==> src/rtl/result_drain.sv <==
// Read-side drain engine: walks the output SRAM from a base address and streams each
// word to a valid/ready sink through a 2-entry skid FIFO with credit-based read issue.
module result_drain #(
  parameter int unsigned Addr_Width        = 4,
  parameter int unsigned Ram_Depth         = 1 << Addr_Width,
  parameter int unsigned Nums_Data_in_bits = 4,
  parameter int unsigned Para_Deg          = 1,
  parameter int unsigned Data_Width_Out    = 16
) (
  input  logic                               clk,
  input  logic                               reset_n,
  input  logic                               start,
  input  logic [Addr_Width-1:0]              Base_Addr,
  input  logic [Nums_Data_in_bits:0]         Count,
  output logic                               En_Chip_Select,
  output logic                               En_Read,
  output logic [Addr_Width-1:0]              Addr_Read,
  input  logic [Para_Deg*Data_Width_Out-1:0] Read_Data,
  output logic                               out_valid,
  input  logic                               out_ready,
  output logic [Para_Deg*Data_Width_Out-1:0] out_data,
  output logic                               out_last,
  output logic                               busy,
  output logic                               done
);

  localparam int unsigned WordW = Para_Deg * Data_Width_Out;
  localparam int unsigned CntW  = Nums_Data_in_bits + 1;

  typedef enum logic [1:0] {StIdle, StIssue, StFlush, StDone} state_e;

  state_e                 state_q;
  logic [Addr_Width-1:0]  addr_q;
  logic [CntW-1:0]        cnt_q;
  logic                   rd_pend_q;
  logic                   rd_last_q;

  logic [WordW-1:0]       fifo_data_q [2];
  logic [1:0]             fifo_last_q;
  logic                   rd_ptr_q;
  logic                   wr_ptr_q;
  logic [1:0]             occ_q;

  logic                   pop;
  logic                   push;
  logic                   credit_ok;
  logic                   issue;
  logic                   final_issue;
  logic [1:0]             occ_next;
  logic [Addr_Width-1:0]  addr_inc;

  // Read data returns one cycle after the strobe and is pushed unconditionally.
  assign push = rd_pend_q;
  assign pop  = out_valid & out_ready;

  // occ + inflight - pop < 2, rearranged to avoid unsigned underflow.
  assign credit_ok = ({1'b0, occ_q} + {2'b00, rd_pend_q}) < (3'd2 + {2'b00, pop});
  assign issue       = (state_q == StIssue) && credit_ok;
  assign final_issue = issue && (cnt_q == CntW'(1));
  assign occ_next    = occ_q + {1'b0, push} - {1'b0, pop};

  assign addr_inc = (addr_q == Addr_Width'(Ram_Depth - 1)) ? '0 : addr_q + Addr_Width'(1);

  always_comb begin
    En_Read        = issue;
    En_Chip_Select = issue;
    Addr_Read      = addr_q;
    out_valid      = (occ_q != 2'd0);
    out_data       = out_valid ? fifo_data_q[rd_ptr_q] : '0;
    out_last       = out_valid & fifo_last_q[rd_ptr_q];
    busy           = (state_q == StIssue) || (state_q == StFlush);
    done           = (state_q == StDone);
  end

  always_ff @(posedge clk or negedge reset_n) begin
    if (!reset_n) begin
      state_q   <= StIdle;
      addr_q    <= '0;
      cnt_q     <= '0;
      rd_pend_q <= 1'b0;
      rd_last_q <= 1'b0;
    end else begin
      rd_pend_q <= issue;
      rd_last_q <= final_issue;
      if (issue) begin
        addr_q <= addr_inc;
        cnt_q  <= cnt_q - CntW'(1);
      end
      unique case (state_q)
        StIdle: begin
          if (start) begin
            addr_q  <= Base_Addr;
            cnt_q   <= Count;
            state_q <= (Count != '0) ? StIssue : StDone;
          end
        end
        StIssue: begin
          if (final_issue) state_q <= StFlush;
        end
        StFlush: begin
          // Leave on the edge that retires the last word so done follows that handshake.
          if (!rd_pend_q && (occ_next == 2'd0)) state_q <= StDone;
        end
        StDone:  state_q <= StIdle;
        default: state_q <= StIdle;
      endcase
    end
  end

  always_ff @(posedge clk or negedge reset_n) begin
    if (!reset_n) begin
      fifo_data_q[0] <= '0;
      fifo_data_q[1] <= '0;
      fifo_last_q    <= '0;
      rd_ptr_q       <= 1'b0;
      wr_ptr_q       <= 1'b0;
      occ_q          <= 2'd0;
    end else begin
      if (push) begin
        fifo_data_q[wr_ptr_q] <= Read_Data;
        fifo_last_q[wr_ptr_q] <= rd_last_q;
        wr_ptr_q              <= ~wr_ptr_q;
      end
      if (pop) rd_ptr_q <= ~rd_ptr_q;
      occ_q <= occ_next;
    end
  end

endmodule

==> config.mk <==
export PLATFORM = sky130hd
export DESIGN_NAME = result_drain
export DESIGN_NICKNAME = d
export VERILOG_FILES = /design/src/rtl/result_drain.sv
export SDC_FILE = /design/constraint.sdc
export NUM_CORES = 1
export LEC_CHECK = 0
export BUFFER_PORTS_ARGS = -buffer_cell sky130_fd_sc_hd__buf_2
export CELL_PAD_IN_SITES_DETAIL_PLACEMENT = 2
export CELL_PAD_IN_SITES_GLOBAL_PLACEMENT = 2
export CORE_MARGIN = 1.5
export CORE_UTILIZATION = 37
export CTS_CLUSTER_SIZE = 30
export DETAILED_ROUTE_END_ITERATION = 10
export PLACE_DENSITY = 0.87
export SYNTH_ARGS = -nofsm -noshare
export SYNTH_HDL_FRONTEND = slang
export SYNTH_SLANG_ARGS = --single-unit
==> constraint.sdc <==
create_clock -name clk -period 3.7 [get_ports clk]
set_input_delay 0.74 -clock clk [delete_from_list [all_inputs] [get_ports clk]]
set_output_delay 0.74 -clock clk [all_outputs]
set_load 0.02 [all_outputs]
Word level (Yosys, flattened, before mapping)
Index checks and enable logic that the tools add are counted.
{ "op_classes": {"n_addsub": 6, "order_cmp": 7, "eq_ne": 8, "n_mux": 24, "n_bitwise": 6, "reduce_logical": 12} }
{ "op_table": {"columns": ["op", "count"], "rows": [
  ["2-to-1 mux 16 bit", 5],
  ["bitwise mux 32 bit", 1],
  ["demux 16 bit (select 1 bit)", 1],
  ["2-to-1 mux 4 bit", 4],
  ["2-to-1 mux 5 bit", 3],
  ["2-to-1 mux 2 bit", 4],
  ["case mux 2 bit (4 select lines)", 1],
  ["equality test 5 x 1 -> 1 bit, second input constant", 1],
  ["logical AND 1 bit", 5],
  ["nonzero test 5 bit", 1],
  ["subtractor 5 x 1 -> 5 bit, second input constant", 1],
  ["adder 4 x 1 -> 4 bit, second input constant", 1],
  ["equality test 2 bit, second input constant", 2],
  ["equality test 4 bit, second input constant", 1],
  ["greater-or-equal comparator 2 bit, second input constant", 2],
  ["logical NOT 2 bit", 2],
  ["< comparator 1 x 2 -> 1 bit, second input constant", 2],
  ["inequality test 2 bit, second input constant", 2],
  ["inverter 1 -> 2 bit", 2],
  ["adder 2 x 1 -> 3 bit", 1],
  ["adder 2 x 1 -> 3 bit, first input constant", 1],
  ["< comparator 3 bit", 1],
  ["2-to-1 mux 1 bit", 3],
  ["AND reduction 3 bit", 1],
  ["other kinds (13)", 15]
]} }
{ "word_totals": {"reg_bits": 51, "input_bits": 29, "out_inout_bits": 26, "word_cells": 74} }

Logic depth before layout (Yosys ltp)
{ "logic_depth": {"ltp_word": 8, "mapped_depth": 8, "ltp_nobuf": 7} }

Worst setup path before layout
Ideal clock, no wire load.
{ "synth_timing": {"path_type": "input to output", "from": "in out_ready", "to": "out En_Read", "arrival_ns": 1.603, "required_ns": 2.960, "slack_ns": 1.357, "cell_stages": 5, "n_path_buf": 1, "path_cell_list": "o21ai_1 -> o21ai_2 -> nand2_1 -> inv_2 -> buf_4"} }
{ "synth_via": {"elab_chain_len": 4} }
{ "synth_rtl": {"columns": ["element", "line_no", "text"], "rows": [
  ["start, declared", "20", "input logic out_ready,"],
  ["AND 1 bit", "54", "assign pop = out_valid & out_ready;"],
  ["adder 2 x 1 -> 3 bit", "57", "assign credit_ok = ({1'b0, occ_q} + {2'b00, rd_pend_q}) < (3'd2 + {2'b00, pop});"],
  ["< comparator 3 bit", "57", null],
  ["logical AND 1 bit", "58", "assign issue = (state_q == StIssue) && credit_ok;"],
  ["end, declared", "16", "output logic En_Read,"]
]} }
Every way passes these cells.

Worst setup path in the final report
{ "layout_timing": {"from": "reg rd_pend_q, in the netlist push", "to": "out En_Chip_Select"} }
{ "layout_via": {"elab_chain_len": 3} }
{ "layout_rtl": {"columns": ["element", "line_no", "text"], "rows": [
  ["start, declared", "35", "logic rd_pend_q;"],
  ["start signal, assigned", "83", "rd_pend_q <= issue;"],
  ["adder 2 x 1 -> 3 bit", "57", null],
  ["< comparator 3 bit", "57", null],
  ["logical AND 1 bit", "58", null],
  ["end, declared", "15", "output logic En_Chip_Select,"]
]} }
Every way passes these cells.

==> flow_summary.ini <==
[detailed_routing]
drc = 7
wl_um = 5982
post_drt_via_cell_ratio = 5.183
first_pass_iters = 7
drt_iter0_markers = 35
routedWlPerCell_um = 17.09
route.vias.total = 1814
antenna_left = 0

[placed_design]
postPlaceCellArea_um2 = 2867
portBuffers = 54
hpwl_um = 4494
gp_congestion = 0.7335

[pwr]
p_sw_w = 0.001272
fin_total_pwr_w = 0.002884
ir_drop_uv = 367.0
pwr-share-clk_pct = 11.1
power.density_nw_per_um2 = 976.2
pwr-share-seq_pct = 36.6
power.internal_w = 0.001612
sw_frac_of_total_pct = 44.10
p_comb_share_pct = 52.3
p_leak_nw = 1.431

[timing]
report.final.slew_viol_count = 0
fin_crit_sh_pct = 77.12
setup_tns_ps = 0
hold_slack_ps = 496.8
setup-violations-final = 0
slew_headroom_pct = 22.35
clock.fmax_mhz = 350.4
hold_violations = 0
period_needed_ps = 2854
clock-skew-final_ps = 6.792
tightest_slew_ps = 1165
rsz0062_at_grt = no

[floorplanning]
die_w_um = 85.65
die_y_um = 85.65
initial_core_util_pct = 39.13
num_rows = 29
placeableCoreArea_um2 = 6459
dieArea_um2 = 7336
pin_count = 55

[synth]
synth_edf_count = 0
syn_area_um2 = 2527
synthTopCellsByArea = dfrtp_1 50%, mux2_2 9.8%, mux2i_1 7.5%, ha_1 5.4%, mux2_1 5.3%
yosys_most_used_dff = dfrtp_1
synthDistinctLibCells = 32
syn-instance-count = 219
synthArstFlopShare_pct = 100.0
synth_top_area_share_pct = 50.50
syn-num-nets = 259
synth_area_leader_cell = dfrtp_1
synth-seq-cells = 51
synth_warnings = 0
ys_seq_area_share_pct = 50.50
syn_avg_cell_area_um2 = 11.54

[min_path]
hp-class = reg2reg
hold_path_depth = 1

[setup_path]
cp_max_fo = 7
arrival_ps = 2110
crit_required_ps = 2960
critPathKind = reg2out
critPathLaunchType = flop
crit_path_end_kind = output port
worstReg2RegStart = occ_q[0]
ff2ff_setup_slack_ps = 1300
crit_start = push
reg2reg_depth = 7
timing.rr.end = state_q[1]
cp-endpoint = En_Chip_Select

[cts]
ctsResizeCount = 0
cts_buffer_depth = 2
cts_hold_buf = 0
htreeDepth = 2
clkLatencyLatePin_ps = 300
cts_tree = built
cts_root_buf = clkbuf_8
cts_setup_buffers = 0
clk_pin_slew_ps = 100
clock-sinks = 51
cts_buffers = 5

[global_routing]
grt_busiest_layer = met2
grt_pass1_vias = 2034
grt_pass1_wl_um = 10130
grtUsageMet2_pct = 33.43
grt-ovfl-total = 0
grt_max_degree = 52
globalRouteMet3Util_pct = 3.465
antenna_found_initial = 0
grt_usage_pct = 17.91
met1_usage_pct = 21.26

[cells_and_area]
mostFrequentLayoutCells = 54 x buf_2, 51 x dfrtp_1, 30 x nor2_1
nets = 312
drive_gt1_share_pct = 32.60
final_common_cell = buf_2
final_area_um2 = 2954
synthToLayoutAreaGrowth_pct = 16.88
n_antenna_cell = 0

[flow_run]
maxCapViolCount = 0

[outcome]
status = finished, violations left
violations = DRC
[cell usage after synthesis (all sizes together) (2+ instances only)]
cell and instances:
a21oi 10, a31oi 4, buf 5, clkbuf 5, dfrtp 51, ha 11
inv 7, mux2 34, mux2i 19, nand2 7, nand3 6, nor2 30
nor2b 4, nor3 3, o211ai 2, o21ai 3, or4b 2, xnor2 4
xor2 5
[cell families (layout without fill, tap and decap cells)]
| kind of cell | Yosys count | after routing | synth area share, % |
|---|---|---|---|
| mux | 53 | 53 | 22.67 |
| flops | 51 | 51 | 50.49 |
| compound gates | 20 | 20 | 4.702 |
| fa+ha+maj | 11 | 11 | 5.445 |
| simple gates | 58 | 58 | 10.74 |
| buf+inv | 17 | 71 | 2.821 |
| xor+xnor | 9 | 9 | 3.119 |
[worst max-delay path, cell delays in order (launching register included)]
cell and delay, ps:
dfrtp_1 480, ha_1 220, ha_1 190, nor2b_1 370, nand2_1 220, inv_2 160, buf_2 180
[state kept, by name (all words and copies together) (netlist names)]
name,count
cnt_q,5
state_q,2
fifo_data_q,32
rd_last_q,1
rd_ptr_q,1
occ_q,2
fifo_last_q,2
Addr_Read,4
wr_ptr_q,1
push,1
[routing by layer]
layer,wire length [um],vias to the layer above,share of wire (%)
met5,0,-,0
met4,25,0,0.42
met3,244,2,4.1
met2,3273,43,55
met1,2438,909,41
li1,-,860,-
[cell type report]
class                           instances  area (um^2)
Clock buffer                            5        68.82
Clock inverter                          3        18.77
Fill cell                             698         3505
Inverter                                7        26.28
Multi-Input combinational cell        151         1182
Sequential cell                        51         1276
Tap cell                               77        96.34
Timing Repair Buffer                   56        285.3
[worst min-delay path by stage]
| stage | startpoint | endpoint | slack, ps |
|---|---|---|---|
| 2_1_floorplan | reset_n | Addr_Read[0] | 440 |
| 3_3_place_gp | fifo_data_q[19] | fifo_data_q[19] | 470 |
| 3_5_place_dp | fifo_data_q[29] | fifo_data_q[29] | 480 |
| 4_1_cts | fifo_data_q[29] | fifo_data_q[29] | 500 |
| 5_1_grt | fifo_data_q[10] | fifo_data_q[10] | 530 |
| 6_report | fifo_data_q[21] | fifo_data_q[21] | 500 |
[through the flow]
| step | util (%) | setup WS (ps) | cells |
|---|---|---|---|
| CTS | 45.74 | 824.4 | 350 |
| floorplan | - | 1357 | 219 |
| global placement | 44.38 | 1112 | 342 |
| finish | 45.74 | 846.4 | 350 |
| detailed placement | 44.38 | 989.5 | 342 |
| global route | 45.74 | 692.3 | 350 |
[power by group through the flow]
stage          Clock, W  Sequential, W  Combinational (W)
5_1_grt        0.000358        0.00110            0.00167
4_1_cts        0.000338        0.00106            0.00154
3_3_place_gp          0        0.00103            0.00146
6_report       0.000321        0.00106            0.00151
3_5_place_dp          0        0.00107            0.00154
2_1_floorplan         0        0.00100            0.00112
(Power assumes the default switching activity.)
